==> src/rtl/clkgate_pkg.sv <==
// Shared types and helpers for the multi-channel clock-gate controller.
//   cg_state_e  : per-channel gate state (run / hold-off countdown / off / wake settle)
//   wake_cnt_w  : width of the wake settle counter, never below one bit
package clkgate_pkg;

  typedef enum logic [1:0] {
    CG_RUN  = 2'd0,
    CG_HOLD = 2'd1,
    CG_OFF  = 2'd2,
    CG_WAKE = 2'd3
  } cg_state_e;

  // Bits needed to hold WAKE_CYC; a zero-cycle wake still gets a 1-bit (unused) counter.
  function automatic int unsigned wake_cnt_w(input int unsigned wake_cyc);
    return (wake_cyc == 0) ? 1 : $clog2(wake_cyc + 1);
  endfunction

endpackage

==> src/rtl/clkgate_chan.sv <==
// One clock-gate channel: turns a clock request into an ICG enable with a programmable
// switch-off delay and a fixed wake-up settle period before the channel reports ready.
// Ports:
//   clk_i       system clock, all state on posedge
//   rst_i       synchronous active-high reset, forces RUN
//   clken_i     clock request for this channel
//   force_on_i  global override: keep or bring the channel to RUN
//   dly_cfg_i   switch-off delay in cycles, sampled only when leaving RUN
//   gate_en_o   enable to the ICG cell
//   ready_o     clock running and settled
//   chan_off_o  channel is gated off
module clkgate_chan
  import clkgate_pkg::*;
#(
  parameter int unsigned DLY_W    = 4,
  parameter int unsigned WAKE_CYC = 1
) (
  input  logic             clk_i,
  input  logic             rst_i,
  input  logic             clken_i,
  input  logic             force_on_i,
  input  logic [DLY_W-1:0] dly_cfg_i,
  output logic             gate_en_o,
  output logic             ready_o,
  output logic             chan_off_o
);

  localparam int unsigned      WakeW    = wake_cnt_w(WAKE_CYC);
  localparam logic [WakeW-1:0] WakeLoad = WakeW'(WAKE_CYC);
  localparam logic [WakeW-1:0] WakeOne  = WakeW'(1);
  localparam logic [DLY_W-1:0] DlyOne   = DLY_W'(1);

  cg_state_e        state_q, state_d;
  logic [DLY_W-1:0] dly_cnt_q, dly_cnt_d;
  logic [WakeW-1:0] wake_cnt_q, wake_cnt_d;
  logic             want_clk;

  // Either a functional request or the override keeps the clock alive.
  assign want_clk = clken_i | force_on_i;

  always_comb begin
    state_d    = state_q;
    dly_cnt_d  = dly_cnt_q;
    wake_cnt_d = wake_cnt_q;
    unique case (state_q)
      CG_RUN: begin
        if (!want_clk) begin
          if (dly_cfg_i == '0) begin
            state_d = CG_OFF;
          end else begin
            // Delay is captured once here; later dly_cfg_i changes wait for the next RUN exit.
            state_d   = CG_HOLD;
            dly_cnt_d = dly_cfg_i;
          end
        end
      end
      CG_HOLD: begin
        if (want_clk) begin
          state_d   = CG_RUN;
          dly_cnt_d = '0;
        end else if (dly_cnt_q == DlyOne) begin
          state_d   = CG_OFF;
          dly_cnt_d = '0;
        end else begin
          dly_cnt_d = dly_cnt_q - DlyOne;
        end
      end
      CG_OFF: begin
        if (want_clk) begin
          if (WAKE_CYC == 0) begin
            state_d = CG_RUN;
          end else begin
            state_d    = CG_WAKE;
            wake_cnt_d = WakeLoad;
          end
        end
      end
      CG_WAKE: begin
        // Settle always runs to completion so the gated clock never sees a short burst.
        if (wake_cnt_q == WakeOne) begin
          state_d    = CG_RUN;
          wake_cnt_d = '0;
        end else begin
          wake_cnt_d = wake_cnt_q - WakeOne;
        end
      end
      default: begin
        state_d    = CG_RUN;
        dly_cnt_d  = '0;
        wake_cnt_d = '0;
      end
    endcase
  end

  always_ff @(posedge clk_i) begin
    if (rst_i) begin
      state_q    <= CG_RUN;
      dly_cnt_q  <= '0;
      wake_cnt_q <= '0;
    end else begin
      state_q    <= state_d;
      dly_cnt_q  <= dly_cnt_d;
      wake_cnt_q <= wake_cnt_d;
    end
  end

  // Outputs depend on registered state only: no input-to-output path.
  always_comb begin
    gate_en_o  = 1'b1;
    ready_o    = 1'b1;
    chan_off_o = 1'b0;
    unique case (state_q)
      CG_RUN, CG_HOLD: begin
        gate_en_o = 1'b1;
        ready_o   = 1'b1;
      end
      CG_OFF: begin
        gate_en_o  = 1'b0;
        ready_o    = 1'b0;
        chan_off_o = 1'b1;
      end
      CG_WAKE: begin
        gate_en_o = 1'b1;
        ready_o   = 1'b0;
      end
      default: begin
        gate_en_o = 1'b1;
        ready_o   = 1'b0;
      end
    endcase
  end

endmodule

==> src/rtl/clkgate_ctrl.sv <==
// Multi-channel clock-gate controller. Each channel runs an independent gate FSM; this level
// only fans out the shared clock, reset and override and packs the per-channel outputs.
// Ports:
//   clk_i       system clock (must run during reset)
//   rst_i       synchronous active-high reset
//   clken_i     per-channel clock request
//   dly_cfg_i   per-channel switch-off delay, packed [NCH-1:0][DLY_W-1:0]
//   force_on_i  global override: all channels run, no new switch-off
//   gate_en_o   per-channel ICG enable
//   ready_o     per-channel clock running and settled
//   chan_off_o  per-channel gated-off indication
module clkgate_ctrl #(
  parameter int unsigned NCH      = 4,
  parameter int unsigned DLY_W    = 4,
  parameter int unsigned WAKE_CYC = 1
) (
  input  logic                      clk_i,
  input  logic                      rst_i,
  input  logic [NCH-1:0]            clken_i,
  input  logic [NCH-1:0][DLY_W-1:0] dly_cfg_i,
  input  logic                      force_on_i,
  output logic [NCH-1:0]            gate_en_o,
  output logic [NCH-1:0]            ready_o,
  output logic [NCH-1:0]            chan_off_o
);

  for (genvar i = 0; i < NCH; i++) begin : g_chan
    clkgate_chan #(
      .DLY_W    (DLY_W),
      .WAKE_CYC (WAKE_CYC)
    ) u_chan (
      .clk_i      (clk_i),
      .rst_i      (rst_i),
      .clken_i    (clken_i[i]),
      .force_on_i (force_on_i),
      .dly_cfg_i  (dly_cfg_i[i]),
      .gate_en_o  (gate_en_o[i]),
      .ready_o    (ready_o[i]),
      .chan_off_o (chan_off_o[i])
    );
  end

endmodule

==> config.mk <==
export PLATFORM = sky130hd
export DESIGN_NAME = clkgate_ctrl
export DESIGN_NICKNAME = d
export VERILOG_FILES = /design/src/rtl/clkgate_pkg.sv /design/src/rtl/clkgate_chan.sv /design/src/rtl/clkgate_ctrl.sv
export SDC_FILE = /design/constraint.sdc
export NUM_CORES = 1
export LEC_CHECK = 0
export CORE_MARGIN = 2
export CORE_UTILIZATION = 56
export DETAILED_ROUTE_END_ITERATION = 10
export GPL_TIMING_DRIVEN = 0
export PLACE_DENSITY_LB_ADDON = 0.05
export SYNTH_ARGS = -nofsm -noshare
export SYNTH_HDL_FRONTEND = slang
export SYNTH_SLANG_ARGS = --single-unit
==> constraint.sdc <==
create_clock -name clk_i -period 3.6 [get_ports clk_i]
set_clock_uncertainty 0.15 [all_clocks]
set_input_delay 0.36 -clock clk_i [delete_from_list [all_inputs] [get_ports clk_i]]
set_output_delay 0.36 -clock clk_i [all_outputs]
set_load 0.02 [all_outputs]
==> out/results.txt, run 1 <==
static leakage = 0.864 nW
vias per std cell = 5.65
kind of critical path = reg -> out
final wirelength = 3.96 mm
minimum setup slack in the final design = 1.19 ns
GRT Util Overall = 21.3%
top achievable clock speed = 0.415 GHz
post-synthesis async set-or-reset flop share = 0%
placed cells = 317
sequential area share after synthesis = 29.6%
via count of the routed design = 1814
count of mapped cells out of synthesis = 238
first-pass GRT wire length = 6.97 mm
data arrival time of the critical path = 1.90 ns
instance area after placement = 2280 um2
number of enable-type register cells in the synthesized netlist = 0
die area = 3860 um2
number of DRC violations after detailed-routing iteration 0 = 93
wire length per cell = 12.3 um
worst slew margin relative to its limit = 51.7%
final setup TNS = 0 ns
number of diodes = 0
crit share post-route = 66.9%
setup fix buffers added after clock tree synthesis = 0
Num CTS Buffers = 3
routed wl met3 = 180 um
Syn Std Cell Area = 1890 um2
CP peak stage delay = 0.59 ns
via count of the first global-routing pass = 1624
worst r2r src = g_chan[1].u_chan.state_q[1]
synthesized net count = 269
Max rail drop VDD = 172 uV
number of distinct library cell variants in the gate-level netlist after synthesis = 47
total number of nets in the final design = 307
unrepaired setup endpoints after global routing = false
clock tree from TritonCTS = built
number of design rule violations left after detail routing = 0
worst hold path class = reg -> reg
estimated wirelength of the detail-placed design = 2.96 mm
DIE WIDTH = 62.1 um
post-placement setup slack = 1.07 ns
total power density per cell area = 299 nW/um2
CTS clk-pin slew, worst paths = 0.16 ns
CTS H-Tree Depth = 1
initial antenna violation count = 0
worst skew pair latency = 0.33 ns
Critical-path top delay cell = sky130_fd_sc_hd__clkdlybuf4s50_1
Resized cells post-CTS = 0
maximum clock insertion buffer count = 2
leading register cell type out of synthesis = sky130_fd_sc_hd__dfxtp_1
Top Ports = 35
depth of the worst register-to-register path = 5
Sink Count = 28
number of rows created at floorplan = 21
final number of max-transition violations = 0
Pre-antenna DRT Iters = 4
synthesis warning total = 0
final weighted congestion in routability-driven placement = 0.836
Worst Hold Depth = 1
highest routing layer actually used = met4
number of buffers inserted by hold repair at cts = 0
result of the run = finished clean
relative area change from synthesis to final layout = 22.4%
Hold Path Sink = g_chan[3].u_chan.wake_cnt_q
fraction of layout instances using a drive strength above 1 = 10.5%
remaining antenna violation count after routing = 0
final setup violation count = 0
critical path required time = 3.09 ns
cell-by-cell listing of the critical path = clkbuf_1, inv_1, nand2_1, buf_4, clkdlybuf4s50_1
kind of end point of the critical path = primary output
global route total overflow = 0
worst hold path startpoint = g_chan[3].u_chan.wake_cnt_q
Power Total = 0.692 mW
endpoint of the worst register-to-register path = g_chan[1].u_chan.dly_cnt_q[2]
setup slack on the worst flop-to-flop path = 1.58 ns
root cell of the clock tree = sky130_fd_sc_hd__clkbuf_4
final design area excluding fillers = 2310 um2
Max Fanout on Critical Path = 10
Avg Synthesized Cell Area = 7.94 um2
Detail Route met2 WL = 1.78 mm
Port-buffer cells = 33
Initial Utilization = 57.6%
slew at the pin closest to its max-slew limit = 0.718 ns
type of element launching the critical path = register
vertical die dimension = 62.1 um
final hold viol count = 0
Post-Layout Cell Count = 321
Core Region = 3280 um2
shortest period the worst path allows = 2.41 ns
post-synthesis register bit count = 28
DRT met1 WL = 1.98 mm
maximum number of pins on one net before global-route repair = 16
total of max-cap violations = 0
==> layer usage <==
layer	vias up	GRT usage, %
li1	940	-
met1	834	29.1
met2	38	36.3
met3	2	2.17
met4	0	5.28
met5	-	0
==> cells by family after synthesis <==
family	Yosys count	share of synthesized area (%)
AND/OR/NAND/NOR	80	23.0
AO/OA/AOI/OAI	75	29.9
buffers and inverters	47	12.2
flip-flops	28	29.6
adder cells (fa/ha/maj)	8	5.29
==> layout make-up <==
| class | instances | area (um2) |
|---|---|---|
| plain buffers | 25 | 148 |
| fillers | 302 | 970 |
| multi-input cells | 163 | 1100 |
| flip-flops and latches | 28 | 561 |
| clock buffers | 4 | 36.3 |
| inverters | 22 | 82.6 |
| repair buffers | 33 | 330 |
| well taps | 46 | 57.6 |
==> where the power goes <==
group          internal, mW  switching [mW]  total (mW)  leakage, nW
combinational        0.0900           0.100       0.190        0.613
clock                0.0619          0.0943       0.156       0.0210
sequential            0.331          0.0145       0.346        0.229
==> Yosys cell counts (5+ instances only) <==
cell type	number	area share [%]
sky130_fd_sc_hd__a21oi_1	11	2.9
sky130_fd_sc_hd__inv_1	22	4.4
sky130_fd_sc_hd__nor3_1	12	3.2
sky130_fd_sc_hd__clkbuf_1	11	2.2
sky130_fd_sc_hd__a221oi_1	6	2.8
sky130_fd_sc_hd__or3_1	5	1.7
sky130_fd_sc_hd__dfxtp_1	28	30
sky130_fd_sc_hd__nor2_1	15	3.0
sky130_fd_sc_hd__buf_4	12	4.8
sky130_fd_sc_hd__o21ai_0	10	2.6
sky130_fd_sc_hd__a211oi_1	12	4.8
sky130_fd_sc_hd__nand2_1	15	3.0
sky130_fd_sc_hd__ha_1	8	5.3
sky130_fd_sc_hd__nand2b_1	9	3.0
==> state kept, by name (all words and copies together) (netlist names) <==
| register | cells |
|---|---|
| g_chan.u_chan.state_q | 8 |
| g_chan.u_chan.wake_cnt_q | 4 |
| g_chan.u_chan.dly_cnt_q | 16 |
==> how the worst max path moves through the flow <==
stage                                            from                       endpoint  slack, ns  depth (start not counted)
after floorplan           g_chan[1].u_chan.state_q[1]  g_chan[1].u_chan.dly_cnt_q[2]       1.69                          5
after global routing      g_chan[0].u_chan.state_q[1]                  chan_off_o[0]       1.01                          5
after CTS                 g_chan[0].u_chan.state_q[1]                  chan_off_o[0]       1.18                          5
after detailed placement                   force_on_i  g_chan[2].u_chan.dly_cnt_q[1]       1.07                          7
after global placement                     force_on_i  g_chan[0].u_chan.dly_cnt_q[3]       1.10                          7
final                     g_chan[2].u_chan.state_q[0]                   gate_en_o[2]       1.19                          5
==> through the flow <==
| stage | hold slack, ns | utilization (%) |
|---|---|---|
| after floorplan | 0.297 | - |
| after global placement | 0.313 | 69.4 |
| after detailed placement | 0.325 | 69.4 |
| after CTS | 0.346 | 70.5 |
| after global routing | 0.377 | 70.5 |
| final | 0.344 | 70.5 |
==> worst max-delay path, delay by kind of cell (launching register included) <==
family / cells / cell delay [ns]
simple gates: 1 / 0.11
buf+inv: 4 / 1.11
flops: 1 / 0.36
==> cells in the final DEF (no fill, tap or decap), types with 3 or more instances in the layout <==
master	instances
sky130_fd_sc_hd__a2111oi_0	3
sky130_fd_sc_hd__o21bai_1	3
sky130_fd_sc_hd__o21ai_0	10
sky130_fd_sc_hd__or2_2	4
sky130_fd_sc_hd__nand2b_1	9
sky130_fd_sc_hd__ha_1	8
sky130_fd_sc_hd__nor2_1	15
sky130_fd_sc_hd__clkbuf_4	3
sky130_fd_sc_hd__nor3b_1	4
sky130_fd_sc_hd__nor3_1	12
sky130_fd_sc_hd__a31oi_1	4
sky130_fd_sc_hd__o32ai_1	4
sky130_fd_sc_hd__a21oi_1	11
sky130_fd_sc_hd__clkbuf_1	11
sky130_fd_sc_hd__nor4_1	3
sky130_fd_sc_hd__inv_1	22
sky130_fd_sc_hd__a211oi_1	12
sky130_fd_sc_hd__buf_4	12
sky130_fd_sc_hd__or3_1	5
sky130_fd_sc_hd__a221oi_1	6
sky130_fd_sc_hd__or4_1	3
sky130_fd_sc_hd__nand2_1	15
sky130_fd_sc_hd__clkdlybuf4s50_1	33
sky130_fd_sc_hd__dfxtp_1	28
No activity file was read; power rests on OpenSTA's default activity.
==> run 2: changes to the inputs <==
--- a/config.mk
+++ b/config.mk
@@ -6,7 +6,7 @@
 export NUM_CORES = 1
 export LEC_CHECK = 0
 export CORE_MARGIN = 2
-export CORE_UTILIZATION = 56
+export CORE_UTILIZATION = 52
 export DETAILED_ROUTE_END_ITERATION = 10
 export GPL_TIMING_DRIVEN = 0
 export PLACE_DENSITY_LB_ADDON = 0.05
==> constraint.sdc (replaced) <==
create_clock -name clk_i -period 2.4 [get_ports clk_i]
set_clock_uncertainty 0.15 [all_clocks]
set_input_delay 0.24 -clock clk_i [delete_from_list [all_inputs] [get_ports clk_i]]
set_output_delay 0.24 -clock clk_i [all_outputs]
set_load 0.02 [all_outputs]
==> run 2 against run 1 <==
Compared with the run above:
- wire length increased by 0.99%
- die area rose by 7.2%
- hold slack worse by 0.12 ns
- combinational power increased by 47%
- total power grew 45%
- sequential power grew 51%
- core utilization down 3.3 points
- cell count shrank 0.93%
- critical path type unchanged
- critical endpoint is now gate_en_o[3]
==> out/results.txt, run 2 (synthesis gave the netlist of run 1 again) <==
Initial Utilization = 55.3% (-2.2 points)
die area = 4130 um2 (+7.2%)
initial antenna violation count = 0 (unchanged)
total of max-cap violations = 0 (unchanged)
final hold viol count = 0 (unchanged)
vias per std cell = 5.64 (-0.23%)
total power density per cell area = 436 nW/um2 (+46%)
met3 track utilization from global routing = 4.05% (+1.9 points)
worst r2r src = g_chan[1].u_chan.state_q[1]
maximum number of pins on one net before global-route repair = 15 (-1)
commonest cells after routing, fill and taps aside = sky130_fd_sc_hd__clkdlybuf4s50_1 (33), sky130_fd_sc_hd__dfxtp_1 (28), sky130_fd_sc_hd__inv_1 (22), sky130_fd_sc_hd__nand2_1 (15), sky130_fd_sc_hd__nor2_1 (15)
unrepaired setup endpoints after global routing = false
GRT Util Overall = 20.1% (-1.2 points)
final setup TNS = 0 ns (unchanged)
Max Fanout on Critical Path = 8 (-2)
setup fix buffers added after clock tree synthesis = 0 (unchanged)
data arrival time of the critical path = 1.89 ns (about the same)
Max rail drop VDD = 312 uV (+82%)
instance area after placement = 2280 um2 (unchanged)
Core Region = 3420 um2 (+4.0%)
number of rows created at floorplan = 21 (unchanged)
source of the critical timing path = g_chan[3].u_chan.state_q[0]
crit share post-route = 95.0%
kind of end point of the critical path = primary output
final setup violation count = 0 (unchanged)
result of the run = finished clean
number of design rule violations left after detail routing = 0 (unchanged)
setup slack on the worst flop-to-flop path = 0.40 ns (-1.18 ns)
clock tree from TritonCTS = built
worst skew pair latency = 0.33 ns (about the same)
final wirelength = 4.00 mm (+0.99%)
via count of the first global-routing pass = 1535 (-5.5%)
worst slew margin relative to its limit = 54.6% (+3.0 points)
critical path required time = 2.01 ns (-1.08 ns)
shortest period the worst path allows = 2.28 ns
root cell of the clock tree = sky130_fd_sc_hd__clkbuf_4
final number of max-transition violations = 0 (unchanged)
estimated wirelength of the detail-placed design = 2.94 mm (-0.36%)
static leakage = 0.854 nW (-1.1%)
Post-Layout Cell Count = 318 (-0.93%)
worst hold path class = in -> reg
number of buffers inserted by hold repair at cts = 0 (unchanged)
total number of nets in the final design = 305 (-0.65%)
endpoint of the worst register-to-register path = g_chan[1].u_chan.dly_cnt_q[2]
number of DRC violations after detailed-routing iteration 0 = 102 (+9.7%)
top achievable clock speed = 0.438 GHz
minimum setup slack in the final design = 0.119 ns (-1.07 ns)
global-route layer with the greatest usage = met2
post-placement setup slack = -0.00732 ns (-1.08 ns)
final weighted congestion in routability-driven placement = 0.828 (-0.93%)
Port-buffer cells = 33 (unchanged)
Num CTS Buffers = 3 (unchanged)
critical path capture point = gate_en_o[3]
global route total overflow = 0 (unchanged)
DIE WIDTH = 64.3 um (+3.5%)
fraction of layout instances using a drive strength above 1 = 10.3% (-0.25 points)
most common cell after layout, fill and taps aside = sky130_fd_sc_hd__clkdlybuf4s50_1
maximum clock insertion buffer count = 2 (unchanged)
remaining antenna violation count after routing = 0 (unchanged)
first-pass GRT wire length = 6.72 mm (-3.6%)
via count of the routed design = 1793 (-1.2%)
final design area excluding fillers = 2290 um2 (-0.92%)
Top Ports = 35 (unchanged)
relative area change from synthesis to final layout = 21.3%
Pre-antenna DRT Iters = 4 (unchanged)
kind of critical path = reg -> out
met2 track demand over resource = 32.4% (-3.9 points)
CTS H-Tree Depth = 1 (unchanged)
number of diodes = 0 (unchanged)
depth of the worst register-to-register path = 5 (unchanged)
wire length per cell = 12.6 um (+1.9%)
top flop regs = g_chan.u_chan.dly_cnt_q: 16 flops, g_chan.u_chan.state_q: 8 flops, g_chan.u_chan.wake_cnt_q: 4 flops
post-layout utilization of the core = 67.1% (-3.3 points)
GR Util met1 = 26.8% (-2.3 points)
flip-flop count of the largest register, all copies and words added = 16 (unchanged)
slew at the pin closest to its max-slew limit = 0.674 ns (-0.0438 ns)
CTS clk-pin slew, worst paths = 0.15 ns (about the same)
vertical die dimension = 64.3 um (+3.5%)
register with the most flip-flops = g_chan.u_chan.dly_cnt_q
Sink Count = 28 (unchanged)
Resized cells post-CTS = 0 (unchanged)
type of element launching the critical path = register
placed cells = 317 (unchanged)
-- run 2: cell types whose count changed in the layout (fill, tap and decap cells not counted), sizes merged --
cell	change
clkbuf	-3
-- run 2: final cells by class --
class | instances | area, um2
fill | 300 | 1120
tap | 46 | 57.6
inverter | 22 | 82.6
timing repair buffer | 33 | 330
buffer | 23 | 140
multi-input combinational | 163 | 1100
clock buffer | 3 | 22.5
sequential | 28 | 561
-- run 2: worst min-delay path by stage --
stage                                               end  cells past startpoint                         from  slack [ns]
after floorplan           g_chan[0].u_chan.dly_cnt_q[0]                      2                 dly_cfg_i[0]        0.24
after detailed placement    g_chan[3].u_chan.wake_cnt_q                      1  g_chan[3].u_chan.wake_cnt_q        0.32
after global placement      g_chan[3].u_chan.wake_cnt_q                      1  g_chan[3].u_chan.wake_cnt_q        0.31
final                       g_chan[3].u_chan.state_q[0]                      2                        rst_i        0.23
after CTS                   g_chan[3].u_chan.state_q[0]                      2                        rst_i        0.23
after global routing        g_chan[3].u_chan.state_q[0]                      2                        rst_i        0.27
-- run 2: metal layers --
metal,part of all wire (%),routed length (um)
met4,0.85,34
met2,44,1760
met5,0,0
met1,50,1990
met3,5.2,207
-- run 2: power by group --
group	internal (mW)	switching [mW]
Sequential	0.497	0.0257
Clock	0.0590	0.140
Combinational	0.134	0.146
-- run 2: critical path: stages, from the launching register on --
cell                              delay [ns]
sky130_fd_sc_hd__dfxtp_1                0.34
sky130_fd_sc_hd__clkbuf_1               0.28
sky130_fd_sc_hd__inv_1                  0.12
sky130_fd_sc_hd__nand2_1                0.12
sky130_fd_sc_hd__buf_4                  0.11
sky130_fd_sc_hd__clkdlybuf4s50_1        0.58
-- run 2: through the flow --
| stage | power, mW | hold slack, ns |
|---|---|---|
| 2_1_floorplan | 0.719 | 0.243 |
| 3_3_place_gp | 0.810 | 0.312 |
| 3_5_place_dp | 0.811 | 0.315 |
| 6_report | 1.00 | 0.227 |
| 4_1_cts | 1.02 | 0.231 |
| 5_1_grt | 1.07 | 0.274 |
